File: config.mk
export PLATFORM = sky130hd
export DESIGN_NAME = sdspi_cmdx
export DESIGN_NICKNAME = d
export VERILOG_FILES = /design/src/rtl/sdspi_cmdx.sv
export SDC_FILE = /design/constraint.sdc
export NUM_CORES = 1
export LEC_CHECK = 0
export CAP_MARGIN = 5
export CORE_ASPECT_RATIO = 2
export CORE_MARGIN = 1
export CORE_UTILIZATION = 45
export CTS_BUF_LIST = sky130_fd_sc_hd__clkbuf_4 sky130_fd_sc_hd__clkbuf_8
export DETAILED_ROUTE_END_ITERATION = 6
export PLACE_DENSITY = 0.68
export SLEW_MARGIN = 20
export SYNTH_ARGS = -nofsm -noshare
export SYNTH_HDL_FRONTEND = slang
export SYNTH_SLANG_ARGS = --single-unit
File: constraint.sdc
create_clock -name i_clk -period 4.42 [get_ports i_clk]
set_clock_uncertainty 0.2 [all_clocks]
set_input_delay 0.884 -clock i_clk [delete_from_list [all_inputs] [get_ports i_clk]]
set_output_delay 0.884 -clock i_clk [all_outputs]
set_load 0.01 [all_outputs]
File: src/rtl/sdspi_cmdx.sv
//-----------------------------------------------------------------------------
// sdspi_cmdx
//
// Issues one SD-card SPI-mode command and collects its response. It sits above
// a byte-level SPI engine.
//
// A command is taken on i_cmd_stb while the block is idle. It is sent as a
// 6-byte frame: {01, index}, the four argument bytes MSB first, then
// {CRC7, 1}. The CRC7 is worked out two bits per cycle while the first five
// bytes go out. The CRC byte is held back until that work is done.
//
// After the frame has been sent, the block keeps asking the byte layer for
// 0xFF filler bytes and watches the bytes that come back:
//   * it polls up to NCR_MAX bytes for the R1 byte, which is the first byte
//     with bit 7 clear;
//   * R2 and R3/R7 then capture 1 or 4 trailing bytes;
//   * R1b then waits while the card returns 0x00 busy bytes.
// Completion is a one-cycle o_rxvalid pulse. o_response and o_err then hold
// until the next command is accepted.
//
// Parameters
//   NCR_MAX  bytes polled for the R1 start before a response timeout
//   LGBUSY   width of the busy counter; timeout after 2^LGBUSY-1 zero bytes
//   OPT_CRC  1: real CRC7 in the last byte, 0: last byte is 8'hFF
//
// Ports
//   i_clk, i_reset     clock; synchronous active-high reset
//   i_cmd_stb          command request (ignored while o_busy)
//   i_cmd_type         0=R1 1=R1b 2=R2 3=R3/R7
//   i_cmd, i_cmd_data  command index and 32-bit argument
//   o_busy             command in progress
//   o_ll_stb/o_ll_byte byte request to the SPI layer, taken when !i_ll_busy
//   i_ll_busy          byte layer cannot take a byte this cycle
//   i_ll_stb/i_ll_byte received byte from the SPI layer
//   o_cmd_sent         whole 6-byte frame has been accepted
//   o_rxvalid          one-cycle completion pulse
//   o_response         {R1, trailing bytes}; bytes not captured read 8'hFF
//   o_err              bit0 response timeout, bit1 busy timeout
//-----------------------------------------------------------------------------
module sdspi_cmdx #(
  parameter int NCR_MAX = 8,
  parameter int LGBUSY  = 16,
  parameter bit OPT_CRC = 1'b1
) (
  input  logic        i_clk,
  input  logic        i_reset,
  input  logic        i_cmd_stb,
  input  logic [1:0]  i_cmd_type,
  input  logic [5:0]  i_cmd,
  input  logic [31:0] i_cmd_data,
  output logic        o_busy,
  output logic        o_ll_stb,
  output logic [7:0]  o_ll_byte,
  input  logic        i_ll_busy,
  input  logic        i_ll_stb,
  input  logic [7:0]  i_ll_byte,
  output logic        o_cmd_sent,
  output logic        o_rxvalid,
  output logic [39:0] o_response,
  output logic [1:0]  o_err
);

  typedef enum logic [2:0] {
    S_IDLE,
    S_SEND,
    S_WAIT_R1,
    S_TAIL,
    S_BUSYWAIT,
    S_DONE
  } state_t;

  localparam logic [1:0] RT_R1  = 2'd0;
  localparam logic [1:0] RT_R1B = 2'd1;
  localparam logic [1:0] RT_R2  = 2'd2;

  // The poll counter holds the number of 0xFF bytes already seen. When a byte
  // arrives with the count at NCR_LAST, that byte is the NCR_MAX-th one.
  localparam int                NCR_W    = (NCR_MAX < 2) ? 1 : $clog2(NCR_MAX);
  localparam logic [NCR_W-1:0]  NCR_LAST = NCR_W'(NCR_MAX - 1);

  // Same idea for the busy counter: a zero byte arriving at BUSY_LAST is
  // busy byte number 2^LGBUSY-1.
  localparam logic [LGBUSY-1:0] BUSY_ALL  = '1;
  localparam logic [LGBUSY-1:0] BUSY_LAST = BUSY_ALL - LGBUSY'(1);

  // 40 frame bits at 2 bits per cycle.
  localparam logic [4:0] CRC_STEPS = 5'd20;
  localparam logic [2:0] CRC_IDX   = 3'd5;

  // One serial step of CRC7, polynomial x^7 + x^3 + 1.
  function automatic logic [6:0] crc7_step(input logic [6:0] c, input logic b);
    logic fb;
    fb        = b ^ c[6];
    crc7_step = {c[5:0], 1'b0} ^ (fb ? 7'h09 : 7'h00);
  endfunction

  // Frame byte k of the outgoing command. Byte 5 is the CRC byte.
  function automatic logic [7:0] frame_byte(input logic [39:0] f,
                                            input logic [6:0]  c,
                                            input logic [2:0]  k);
    case (k)
      3'd0:    frame_byte = f[39:32];
      3'd1:    frame_byte = f[31:24];
      3'd2:    frame_byte = f[23:16];
      3'd3:    frame_byte = f[15:8];
      3'd4:    frame_byte = f[7:0];
      default: frame_byte = OPT_CRC ? {c, 1'b1} : 8'hFF;
    endcase
  endfunction

  state_t              state_q,    state_d;
  logic                busy_q,     busy_d;
  logic                ll_stb_q,   ll_stb_d;
  logic [7:0]          ll_byte_q,  ll_byte_d;
  logic                cmd_sent_q, cmd_sent_d;
  logic                rxvalid_q,  rxvalid_d;
  logic [39:0]         response_q, response_d;
  logic [1:0]          err_q,      err_d;
  logic [1:0]          cmd_type_q, cmd_type_d;
  logic [39:0]         frame_q,    frame_d;
  logic [39:0]         crc_sr_q,   crc_sr_d;
  logic [6:0]          crc_q,      crc_d;
  logic [4:0]          crc_cnt_q,  crc_cnt_d;
  logic [2:0]          idx_q,      idx_d;
  logic [NCR_W-1:0]    ncr_cnt_q,  ncr_cnt_d;
  logic [1:0]          tail_cnt_q, tail_cnt_d;
  logic [LGBUSY-1:0]   busy_cnt_q, busy_cnt_d;

  logic       accept;
  logic       ll_take;
  logic       finish;
  logic       crc_ready;
  logic [1:0] tail_last;

  assign accept    = i_cmd_stb && !busy_q;
  assign ll_take   = ll_stb_q && !i_ll_busy;
  assign tail_last = (cmd_type_q == RT_R2) ? 2'd0 : 2'd3;

  always_comb begin
    // NOTE: every *_d starts as its *_q, so no path through this block leaves a
    // variable unassigned. An unassigned path would infer a latch.
    state_d    = state_q;
    busy_d     = busy_q;
    ll_stb_d   = ll_stb_q;
    ll_byte_d  = ll_byte_q;
    cmd_sent_d = cmd_sent_q;
    rxvalid_d  = 1'b0;
    response_d = response_q;
    err_d      = err_q;
    cmd_type_d = cmd_type_q;
    frame_d    = frame_q;
    crc_sr_d   = crc_sr_q;
    crc_d      = crc_q;
    crc_cnt_d  = crc_cnt_q;
    idx_d      = idx_q;
    ncr_cnt_d  = ncr_cnt_q;
    tail_cnt_d = tail_cnt_q;
    busy_cnt_d = busy_cnt_q;
    finish     = 1'b0;
    crc_ready  = 1'b0;

    case (state_q)
      S_IDLE, S_DONE: begin
        // DONE lasts exactly one cycle (the o_rxvalid cycle). It behaves like
        // IDLE, so a new command can already be accepted in that cycle.
        state_d    = S_IDLE;
        cmd_sent_d = 1'b0;
        if (accept) begin
          state_d    = S_SEND;
          busy_d     = 1'b1;
          cmd_type_d = i_cmd_type;
          frame_d    = {2'b01, i_cmd, i_cmd_data};
          crc_sr_d   = {2'b01, i_cmd, i_cmd_data};
          crc_d      = 7'd0;
          crc_cnt_d  = 5'd0;
          idx_d      = 3'd0;
          ncr_cnt_d  = '0;
          tail_cnt_d = 2'd0;
          busy_cnt_d = '0;
          ll_stb_d   = 1'b1;
          ll_byte_d  = {2'b01, i_cmd};
          err_d      = 2'b00;
          response_d = '1;
        end
      end

      S_SEND: begin
        // CRC runs on its own schedule. It does not depend on when the byte
        // layer takes the bytes.
        if (crc_cnt_q != CRC_STEPS) begin
          crc_d     = crc7_step(crc7_step(crc_q, crc_sr_q[39]), crc_sr_q[38]);
          crc_sr_d  = {crc_sr_q[37:0], 2'b00};
          crc_cnt_d = crc_cnt_q + 5'd1;
        end
        crc_ready = !OPT_CRC || (crc_cnt_d == CRC_STEPS);

        if (ll_take) begin
          if (idx_q == CRC_IDX) begin
            state_d    = S_WAIT_R1;
            cmd_sent_d = 1'b1;
          end else begin
            idx_d = idx_q + 3'd1;
          end
        end

        if (state_d == S_SEND) begin
          // The CRC byte is only requested once its value is final. This also
          // keeps o_ll_byte stable while the layer stalls on it.
          ll_stb_d  = (idx_d != CRC_IDX) || crc_ready;
          ll_byte_d = frame_byte(frame_q, crc_d, idx_d);
        end else begin
          ll_stb_d  = 1'b1;
          ll_byte_d = 8'hFF;
        end
      end

      S_WAIT_R1: begin
        if (i_ll_stb) begin
          if (!i_ll_byte[7]) begin
            response_d[39:32] = i_ll_byte;
            case (cmd_type_q)
              RT_R1:   finish  = 1'b1;
              RT_R1B:  state_d = S_BUSYWAIT;
              default: state_d = S_TAIL;
            endcase
          end else if (ncr_cnt_q == NCR_LAST) begin
            err_d      = 2'b01;
            response_d = '1;
            finish     = 1'b1;
          end else begin
            ncr_cnt_d = ncr_cnt_q + NCR_W'(1);
          end
        end
      end

      S_TAIL: begin
        // Trailing bytes shift in from the bottom, starting from all-ones.
        // After one byte (R2) the upper bytes still read 0xFF. After four
        // bytes (R3/R7) the word sits MSB first in [31:0].
        if (i_ll_stb) begin
          response_d[31:0] = {response_q[23:0], i_ll_byte};
          if (tail_cnt_q == tail_last) begin
            finish = 1'b1;
          end else begin
            tail_cnt_d = tail_cnt_q + 2'd1;
          end
        end
      end

      S_BUSYWAIT: begin
        if (i_ll_stb) begin
          if (i_ll_byte != 8'h00) begin
            finish = 1'b1;
          end else if (busy_cnt_q == BUSY_LAST) begin
            err_d  = 2'b10;
            finish = 1'b1;
          end else begin
            busy_cnt_d = busy_cnt_q + LGBUSY'(1);
          end
        end
      end

      default: state_d = S_IDLE;
    endcase

    if (finish) begin
      state_d   = S_DONE;
      busy_d    = 1'b0;
      ll_stb_d  = 1'b0;
      ll_byte_d = 8'hFF;
      rxvalid_d = 1'b1;
    end
  end

  always_ff @(posedge i_clk) begin
    // NOTE: non-blocking assignments, so every flop samples the *_d values
    // from before this edge. The result does not depend on statement order.
    if (i_reset) begin
      state_q    <= S_IDLE;
      busy_q     <= 1'b0;
      ll_stb_q   <= 1'b0;
      ll_byte_q  <= 8'hFF;
      cmd_sent_q <= 1'b0;
      rxvalid_q  <= 1'b0;
      response_q <= '1;
      err_q      <= 2'b00;
      cmd_type_q <= 2'd0;
      frame_q    <= '0;
      crc_sr_q   <= '0;
      crc_q      <= 7'd0;
      crc_cnt_q  <= 5'd0;
      idx_q      <= 3'd0;
      ncr_cnt_q  <= '0;
      tail_cnt_q <= 2'd0;
      busy_cnt_q <= '0;
    end else begin
      state_q    <= state_d;
      busy_q     <= busy_d;
      ll_stb_q   <= ll_stb_d;
      ll_byte_q  <= ll_byte_d;
      cmd_sent_q <= cmd_sent_d;
      rxvalid_q  <= rxvalid_d;
      response_q <= response_d;
      err_q      <= err_d;
      cmd_type_q <= cmd_type_d;
      frame_q    <= frame_d;
      crc_sr_q   <= crc_sr_d;
      crc_q      <= crc_d;
      crc_cnt_q  <= crc_cnt_d;
      idx_q      <= idx_d;
      ncr_cnt_q  <= ncr_cnt_d;
      tail_cnt_q <= tail_cnt_d;
      busy_cnt_q <= busy_cnt_d;
    end
  end

  assign o_busy     = busy_q;
  assign o_ll_stb   = ll_stb_q;
  assign o_ll_byte  = ll_byte_q;
  assign o_cmd_sent = cmd_sent_q;
  assign o_rxvalid  = rxvalid_q;
  assign o_response = response_q;
  assign o_err      = err_q;

endmodule

==> flow_summary_export.csv, run 1 <==
group,metric,value,unit
setup_path,r2r-end,"crc_sr_q[32]",
setup_path,reg2reg_slack,1.19,ns
detailed_routing,vias,7414,
placement,dp_slack,0.940,ns
sta,maxSlewHeadroom,35.1,%
layout,areaGrowthSynthToFinish,20.5,%
global_routing,grt_pass1_wl,35.5,mm
cts,cts_tree,"built",
setup_path,crit_top_cell,"nor2_1",
layout,nets,1136,
setup_path,worstPathRequired,4.59,ns
layout,diodes,0,
yosys,synth.ff_latch_count,174,
yosys,synth_ff_type,"dfxtp_1",
cts,ctsHoldBuffers,0,
cts,htreeDepth,4,
placement,hpwl,16.4,mm
setup_path,cp_cell_sequence,"nand2b_1, or2_2, nor2_1, nor2_4, buf_12, nor2_1, a311oi_1",
floorplanning,die_w,96.1,um
sta,setup_ws,1.19,ns
min_path,hp-class,"register to register",
cts,clk_pin_slew_worst_paths,0.09,ns
sta,final_max_slew_viol_count,0,
power,max-vdd-ir-drop,0.313,mV
layout,multi_input_area,4190,sq um
yosys,netlist_instances,1008,
global_routing,grt_pass1_vias,6996,
floorplanning,die_area,18300,sq um
cts,clock_sinks,174,
sta,finalSetupViolations,0,
detailed_routing,drcViolationCount,0,
setup_path,crit_end,"crc_sr_q[32]",
setup_path,startpoint,"state_q[1]",
floorplanning,die_y,190,um
sta,hold_viol,0,
floorplanning,rows,68,
floorplanning,start_util,46.1,%
setup_path,worstSetupEndpointType,"register",
sta,fin_setup_tns,0,ns
yosys,synth-edff-count,0,
setup_path,timing.rr.start,"state_q[1]",
setup_path,critical_path.max_fanout,73,
layout,drive_gt1_share,6.16,%
detailed_routing,wirelength,22.6,mm
detailed_routing,viasPerCell,5.71,
layout,most-common-layout-cells,"nand2_1, dfxtp_1, nor2_1",
power,total_power,0.00356,W
yosys,syn_area,7970,sq um
yosys,synthArstFlopShare,0,%
placement,port-buffer-count,106,
cts,cts_root_buffer,"clkbuf_8",
placement,gp_congestion,1.01,
sta,timing.final.crit_share,73.1,%
setup_path,arrival,3.40,ns
sta,period_needed,3.23,ns
layout,ff_latch_area,3480,sq um
setup_path,r2r_cells,7,
floorplanning,core,17300,sq um
setup_path,startpoint_type,"register",
sta,tightestPinTransition,0.973,ns
detailed_routing,drt_first_pass_iters,5,
layout,final_common_cell,"nand2_1",
yosys,synth_fp_nets,1069,
setup_path,crit_type,"register to register",
global_routing,grt_use_total,25.6,%
setup_path,max_stage_delay,0.82,ns
yosys,yosysSeqAreaShare,43.7,%
power,power.density,370,nW/um^2
yosys,ys_warn_count,0,
floorplanning,io_pins,107,
setup_path,slowest_stage,"or2_2",
cts,numCtsBuffers,17,
placement,post_dp_cell_area,9150,sq um
layout,fillers,1654,
yosys,syn_avg_cell_area,7.90,sq um
detailed_routing,wl_per_cell,17.4,um
yosys,ys_types,61,
detailed_routing,drt_iter0_markers,409,
sta,fmax,0.310,GHz
global_routing,overflow,0,
cts,postCtsSetupBuffers,0,
job,maxCapViolations,0,
power,power.leakage,3.65,nW
sta,rsz0062_at_grt,"no",
cts,cts.repair.resized,0,
layout,fin_area,9600,sq um
global_routing,grt_max_degree,88,
status,status,"completed",
detailed_routing,postRouteAntennaNets,0,
global_routing,antenna_found_initial,0,
cts,clock_latency,0.47,ns
cts,clock_path_buffers,2,
## report_power, final
| part | internal (W) | switching [W] | total [W] |
|---|---|---|---|
| sequential | 0.00167 | 0.0000728 | 0.00174 |
| clock | 0.000681 | 0.000574 | 0.00125 |
| combinational | 0.000218 | 0.000347 | 0.000565 |
## sequential cells by signal, summed over array words and instances, names as in the netlist
register / cells
state_q: 3
o_ll_byte: 8
o_busy: 1
ncr_cnt_q: 3
crc_q: 7
tail_cnt_q: 2
o_response: 40
frame_q: 39
crc_cnt_q: 5
idx_q: 3
cmd_type_q: 2
o_ll_stb: 1
busy_cnt_q: 16
o_cmd_sent: 1
o_rxvalid: 1
o_err: 2
crc_sr_q: 40
## kinds of logic after synthesis
family | synth area share, %
AND/OR/NAND/NOR | 26.3
AO/OA/AOI/OAI | 20.8
flip-flops | 43.7
buffers and inverters | 4.18
XOR/XNOR | 1.87
multiplexers | 1.95
adder cells (fa/ha/maj) | 1.26
## cell usage after synthesis, types with 5 or more instances
library cell | number | area, sq um
and3_1 | 9 | 56.3
o21a_1 | 5 | 37.5
dfxtp_1 | 174 | 3480
a31oi_1 | 5 | 31.3
nand2_1 | 192 | 721
a211oi_1 | 5 | 37.5
o21bai_1 | 40 | 300
a221o_1 | 5 | 50.1
o21ai_0 | 20 | 100
nor3_1 | 52 | 260
inv_1 | 12 | 45.0
xnor2_1 | 5 | 43.8
xor2_1 | 12 | 105
a22oi_1 | 6 | 45.0
a311oi_1 | 39 | 342
o211ai_1 | 12 | 90.1
buf_2 | 14 | 70.1
or4_1 | 5 | 37.5
and2_1 | 6 | 37.5
a21boi_0 | 5 | 37.5
a21oi_1 | 71 | 355
nand4_1 | 10 | 62.6
clkbuf_1 | 50 | 188
nand2b_1 | 13 | 81.3
mux2i_1 | 11 | 110
nor2_1 | 132 | 495
buf_1 | 6 | 22.5
nand3_1 | 25 | 125
ha_1 | 8 | 100
## per-stage QoR
stage	hold WS (ns)	std cells	util [%]
finish	0.262	1298	55.6
detailed placement	0.247	1266	53.0
CTS	0.259	1298	55.6
global route	0.282	1298	55.6
floorplan	0.232	1008	-
global placement	0.244	1266	53.0
## metal layers
metal	share of wire [%]	track usage [%]	up-vias
li1	-	-	3670
met1	36	25.3	3462
met2	55	47.2	208
met3	3.1	3.56	74
met4	6.0	17.2	0
met5	0	0	-
## worst max-delay path: cells and delay by family, from the launching register on
family / cells / cell delay [ns]
flops: 1 / 0.50
buf+inv: 1 / 0.26
compound gates: 1 / 0.28
simple gates: 5 / 1.80
## layout make-up
type,count,area share (%)
Clock buffer,23,3.10
Sequential cell,174,36.3
Inverter,12,0.469
Tap cell,210,2.74
Multi-Input combinational cell,751,43.6
Clock inverter,9,1.64
Timing Repair Buffer,119,12.2
## worst min-delay path by stage
stage | startpoint | end | slack, ns | depth (start not counted)
after floorplan | frame_q[19] | frame_q[19] | 0.23 | 2
after global placement | frame_q[30] | frame_q[30] | 0.24 | 2
after detailed placement | frame_q[31] | frame_q[31] | 0.25 | 2
after CTS | frame_q[31] | frame_q[31] | 0.26 | 2
after global routing | frame_q[31] | frame_q[31] | 0.28 | 2
final | frame_q[31] | frame_q[31] | 0.26 | 2
(Power assumes the default switching activity.)
==> run 2, diff against run 1 <==
- clock period: 4.42 -> 3.1 ns (I/O delays scaled with it)
==> run 2 against run 1 <==
Compared with the run above: non-clock buffer count is 32 higher; combinational power up 51%; cell count up 2.5%; power grew 39%; sequential power increased by 42%; final area grew 2.3%; die area unchanged; first-iteration DRC count down 6.1%; critical path depth unchanged; count of clock-buffer cells in the layout fell by 3; register-to-register slack got worse by 0.69 ns; clock power increased by 30%.
==> flow_summary_export.csv, run 2 (synthesis gave the netlist of run 1 again) <==
group,metric,value,unit
floorplanning,die_w,96.1,um
global_routing,antenna_found_initial,0,
sta,tightestPinTransition,0.807,ns
setup_path,arrival,2.83,ns
global_routing,grt_pass1_wl,36.8,mm
layout,multi_input_area,4190,sq um
cts,clk_pin_slew_worst_paths,0.09,ns
floorplanning,rows,68,
detailed_routing,drt_iter0_markers,384,
cts,numCtsBuffers,17,
cts,clock_path_buffers,2,
placement,hpwl,17.1,mm
power,power.leakage,3.78,nW
min_path,hp-class,"register to register",
layout,most-common-layout-cells,"nand2_1, dfxtp_1, nor2_1",
layout,diodes,0,
sta,finalSetupViolations,0,
global_routing,grt_max_degree,88,
layout,fin_area,9820,sq um
sta,fmax,0.382,GHz
detailed_routing,viasPerCell,5.64,
layout,areaGrowthSynthToFinish,23.3,%
cts,htreeDepth,4,
detailed_routing,drcViolationCount,0,
status,status,"completed",
job,maxCapViolations,0,
layout,ff_latch_area,3480,sq um
layout,fillers,1687,
sta,rsz0062_at_grt,"no",
detailed_routing,wirelength,23.1,mm
setup_path,startpoint_type,"input pin",
global_routing,grt_pass1_vias,7379,
placement,gp_congestion,1.01,
cts,postCtsSetupBuffers,0,
placement,port-buffer-count,106,
cts,clock_latency,0.47,ns
global_routing,overflow,0,
global_routing,grt_use_total,26.6,%
detailed_routing,drt_first_pass_iters,5,
floorplanning,start_util,46.1,%
setup_path,worstSetupEndpointType,"register",
sta,hold_viol,0,
floorplanning,die_y,190,um
layout,final_common_cell,"nand2_1",
min_path,hold_depth,2,
sta,maxSlewHeadroom,45.8,%
cts,clock_sinks,174,
cts,cts_root_buffer,"clkbuf_8",
floorplanning,core,17300,sq um
setup_path,worstPathRequired,3.31,ns
power,total_power,0.00496,W
layout,nets,1168,
detailed_routing,wl_per_cell,17.4,um
placement,post_dp_cell_area,9410,sq um
detailed_routing,vias,7503,
detailed_routing,postRouteAntennaNets,0,
cts,cts_tree,"built",
sta,fin_setup_tns,0,ns
layout,drive_gt1_share,8.84,%
floorplanning,io_pins,107,
floorplanning,die_area,18300,sq um
setup_path,crit_type,"input pin to register",
sta,period_needed,2.62,ns
cts,ctsHoldBuffers,0,
cts,cts.repair.resized,0,
setup_path,r2r_cells,7,
power,power.density,505,nW/um^2
setup_path,critical_path.max_fanout,5,
sta,final_max_slew_viol_count,0,
sta,timing.final.crit_share,84.5,%
power,max-vdd-ir-drop,0.278,mV
[run 2: layout make-up]
cell class / instances / area share [%]
multi-input cells: 751 / 42.6
flip-flops and latches: 174 / 35.5
repair buffers: 151 / 14.6
clock buffers: 20 / 2.80
well taps: 210 / 2.67
clock inverters: 12 / 1.38
inverters: 12 / 0.459
[run 2: path summary, 6_finish.rpt]
check | startpoint | end | slack (ns)
worst min-delay path | frame_q[31] | frame_q[31] | 0.26
worst min register to register | frame_q[31] | frame_q[31] | 0.26
worst max-delay path | i_ll_byte[3] | busy_cnt_q[10] | 0.48
worst max register to register | busy_cnt_q[2] | o_ll_byte[2] | 0.50
[run 2: routing by layer]
| metal | up-vias | wire length (um) | GRT usage, % |
|---|---|---|---|
| met4 | 0 | 1620 | 19.0 |
| met5 | - | 0 | 0 |
| met3 | 75 | 679 | 4.52 |
| met1 | 3518 | 8060 | 25.2 |
| li1 | 3732 | - | - |
| met2 | 178 | 12800 | 49.3 |
[run 2: through the flow]
| step | instances | hold WS [ns] | setup WS (ns) | utilization, % |
|---|---|---|---|---|
| floorplan | 1008 | 0.232 | 0.652 | - |
| global placement | 1298 | 0.243 | 0.0239 | 54.5 |
| detailed placement | 1298 | 0.249 | 0.00786 | 54.5 |
| CTS | 1330 | 0.264 | 0.513 | 56.9 |
| global route | 1330 | 0.280 | 0.340 | 56.9 |
| finish | 1330 | 0.262 | 0.481 | 56.9 |
[run 2: report_power, final]
part           switching, W  internal, W
logic              0.000507     0.000347
registers         0.0000995      0.00237
clock network      0.000845     0.000784
total               0.00145      0.00351
[run 2: worst max-delay path: stages]
cell and delay, ns:
clkdlybuf4s50_1 0.41, or4_1 0.68, nor3_4 0.29, a31o_4 0.21, nand2_2 0.08, or4_1 0.47, nand2_1 0.08
==> run 3, diff against run 2 <==
- PLACE_DENSITY: 0.68 -> 0.71
- clock period: 3.1 -> 2.4 ns (I/O delays scaled with it)
==> run 3 against run 2 <==
Compared with the run above: worst setup slack got worse by 0.44 ns; sequential cell count did not move; critical path depth is the same; routed wire length grew 6.8%; cell count is 4.4% higher; sequential power increased by 29%; register-to-register slack worse by 0.39 ns; combinational power up 49%; clock power up 45%.
==> flow_summary_export.csv, run 3 (synthesis gave the netlist of run 1 again) <==
group,metric,value,unit
sta,final_max_slew_viol_count,0,
placement,gp_congestion,0.937,
setup_path,r2r-end,"o_ll_byte[5]",
sta,whs,0.207,ns
placement,port-buffer-count,106,
sta,finalSetupViolations,0,
detailed_routing,drt_first_pass_iters,4,
global_routing,overflow,0,
floorplanning,die_w,96.1,um
detailed_routing,viasPerCell,5.62,
power,power.leakage,4.13,nW
layout,ff_latch_area,3490,sq um
sta,fmax,0.424,GHz
setup_path,worstPathRequired,2.61,ns
setup_path,critPathTopFamily,"simple AND/OR/NAND/NOR gates",
setup_path,reg2reg_slack,0.11,ns
setup_path,cp_cell_sequence,"clkdlybuf4s50_1, or4_1, nor3_4, a31o_4, nand2_2, or4_1, nand2_1",
detailed_routing,vias,7798,
placement,dp_slack,-0.517,ns
sta,maxSlewHeadroom,63.7,%
layout,most-common-layout-cells,"nand2_1, dfxtp_1, nor2_1",
power,total_power,0.00683,W
detailed_routing,drcViolationCount,0,
layout,drive_gt1_share,14.8,%
layout,multi_input_area,4280,sq um
sta,timing.final.crit_share,98.3,%
global_routing,grt_max_degree,70,
floorplanning,die_area,18300,sq um
layout,fillers,1614,
sta,fin_setup_tns,0,ns
floorplanning,core,17300,sq um
setup_path,max_stage_delay,0.63,ns
setup_path,timing.critical_path.buf_inv,1,
setup_path,startpoint,"i_ll_byte[7]",
sta,tightestPinTransition,0.539,ns
setup_path,crit_type,"input pin to register",
layout,nets,1227,
setup_path,timing.rr.start,"idx_q[0]",
cts,htreeDepth,4,
detailed_routing,drt_iter0_markers,330,
cts,numCtsBuffers,17,
setup_path,path_depth,7,
setup_path,crit_end,"busy_cnt_q[10]",
cts,cts_root_buffer,"clkbuf_8",
status,status,"completed",
power,max-vdd-ir-drop,0.492,mV
cts,postCtsSetupBuffers,0,
cts,cts_tree,"built",
sta,period_needed,2.36,ns
floorplanning,rows,68,
floorplanning,start_util,46.1,%
sta,hold_viol,0,
global_routing,grt_pass1_vias,7845,
cts,ctsHoldBuffers,0,
setup_path,slowest_stage,"or4_1",
detailed_routing,wirelength,24.7,mm
global_routing,grt_pass1_wl,39.4,mm
sta,rsz0062_at_grt,"no",
cts,clock_latency,0.46,ns
job,maxCapViolations,0,
cts,clock_sinks,174,
layout,areaGrowthSynthToFinish,31.6,%
sta,setup_ws,0.0403,ns
detailed_routing,postRouteAntennaNets,0,
floorplanning,io_pins,107,
global_routing,antenna_found_initial,0,
setup_path,crit_top_cell,"or4_1",
layout,diodes,0,
min_path,hp-class,"input pin to register",
cts,clock_path_buffers,2,
layout,final_common_cell,"nand2_1",
detailed_routing,wl_per_cell,17.8,um
placement,hpwl,18.9,mm
setup_path,critical_path.max_fanout,5,
setup_path,arrival,2.57,ns
cts,clk_pin_slew_worst_paths,0.09,ns
floorplanning,die_y,190,um
power,power.density,652,nW/um^2
global_routing,grt_use_total,28.7,%
setup_path,startpoint_type,"input pin",
setup_path,worstSetupEndpointType,"register",
setup_path,r2r_cells,7,
## run 3: cell types whose count changed in the layout (fill, tap and decap cells not counted), moves of 3 or more
cell	delta
buf_4	+53
inv_6	+3
buf_12	+5
clkbuf_8	-3
dfxtp_1	-3
bufinv_16	+3
## run 3: power by group
group | internal (W) | leakage, nW | switching (W)
Combinational | 0.000565 | 2.48 | 0.000704
Sequential | 0.00307 | 1.42 | 0.000125
Clock | 0.00126 | 0.222 | 0.00112
Total | 0.00489 | 4.13 | 0.00195
## run 3: worst min-delay path by stage
| stage | startpoint | endpoint | depth (start not counted) |
|---|---|---|---|
| after floorplan | frame_q[19] | frame_q[19] | 2 |
| after global placement | frame_q[26] | frame_q[26] | 2 |
| after detailed placement | frame_q[31] | frame_q[31] | 2 |
| after CTS | i_reset | crc_cnt_q[2] | 2 |
| after global routing | i_reset | frame_q[31] | 2 |
| final | i_reset | crc_cnt_q[2] | 2 |
## run 3: repair_timing
action | in CTS | in global routing
endpoints found under the setup margin | 6 | 21
pin swaps | 1 | 3
gates resized for setup | 6 | 19
hold endpoints to repair | 0 | 0
## run 3: metal layers
layer  global-route usage (%)  part of all wire (%)  wire, um  vias to the layer above
li1                         -                     -         -                     3855
met1                     26.3                    33      8190                     3665
met2                     52.7                    56     13700                      187
met3                     4.92                   3.0       729                       91
met4                     23.6                   8.2      2020                        0
met5                        0                     0         0                        -
## run 3: cell type report
class / instances / share of cell area (%)
Clock inverter: 14 / 2.17
Inverter: 12 / 0.430
Multi-Input combinational cell: 751 / 40.8
Sequential cell: 174 / 33.3
Timing Repair Buffer: 210 / 18.5
Tap cell: 210 / 2.51
Clock buffer: 17 / 2.23
## run 3: metrics by stage
step	area (sq um)	instances	utilization, %
after CTS	10400	1388	60.3
after global routing	10500	1388	60.7
after detailed placement	9920	1357	57.4
after floorplan	7970	1008	-
final	10500	1388	60.7
after global placement	9920	1357	57.4
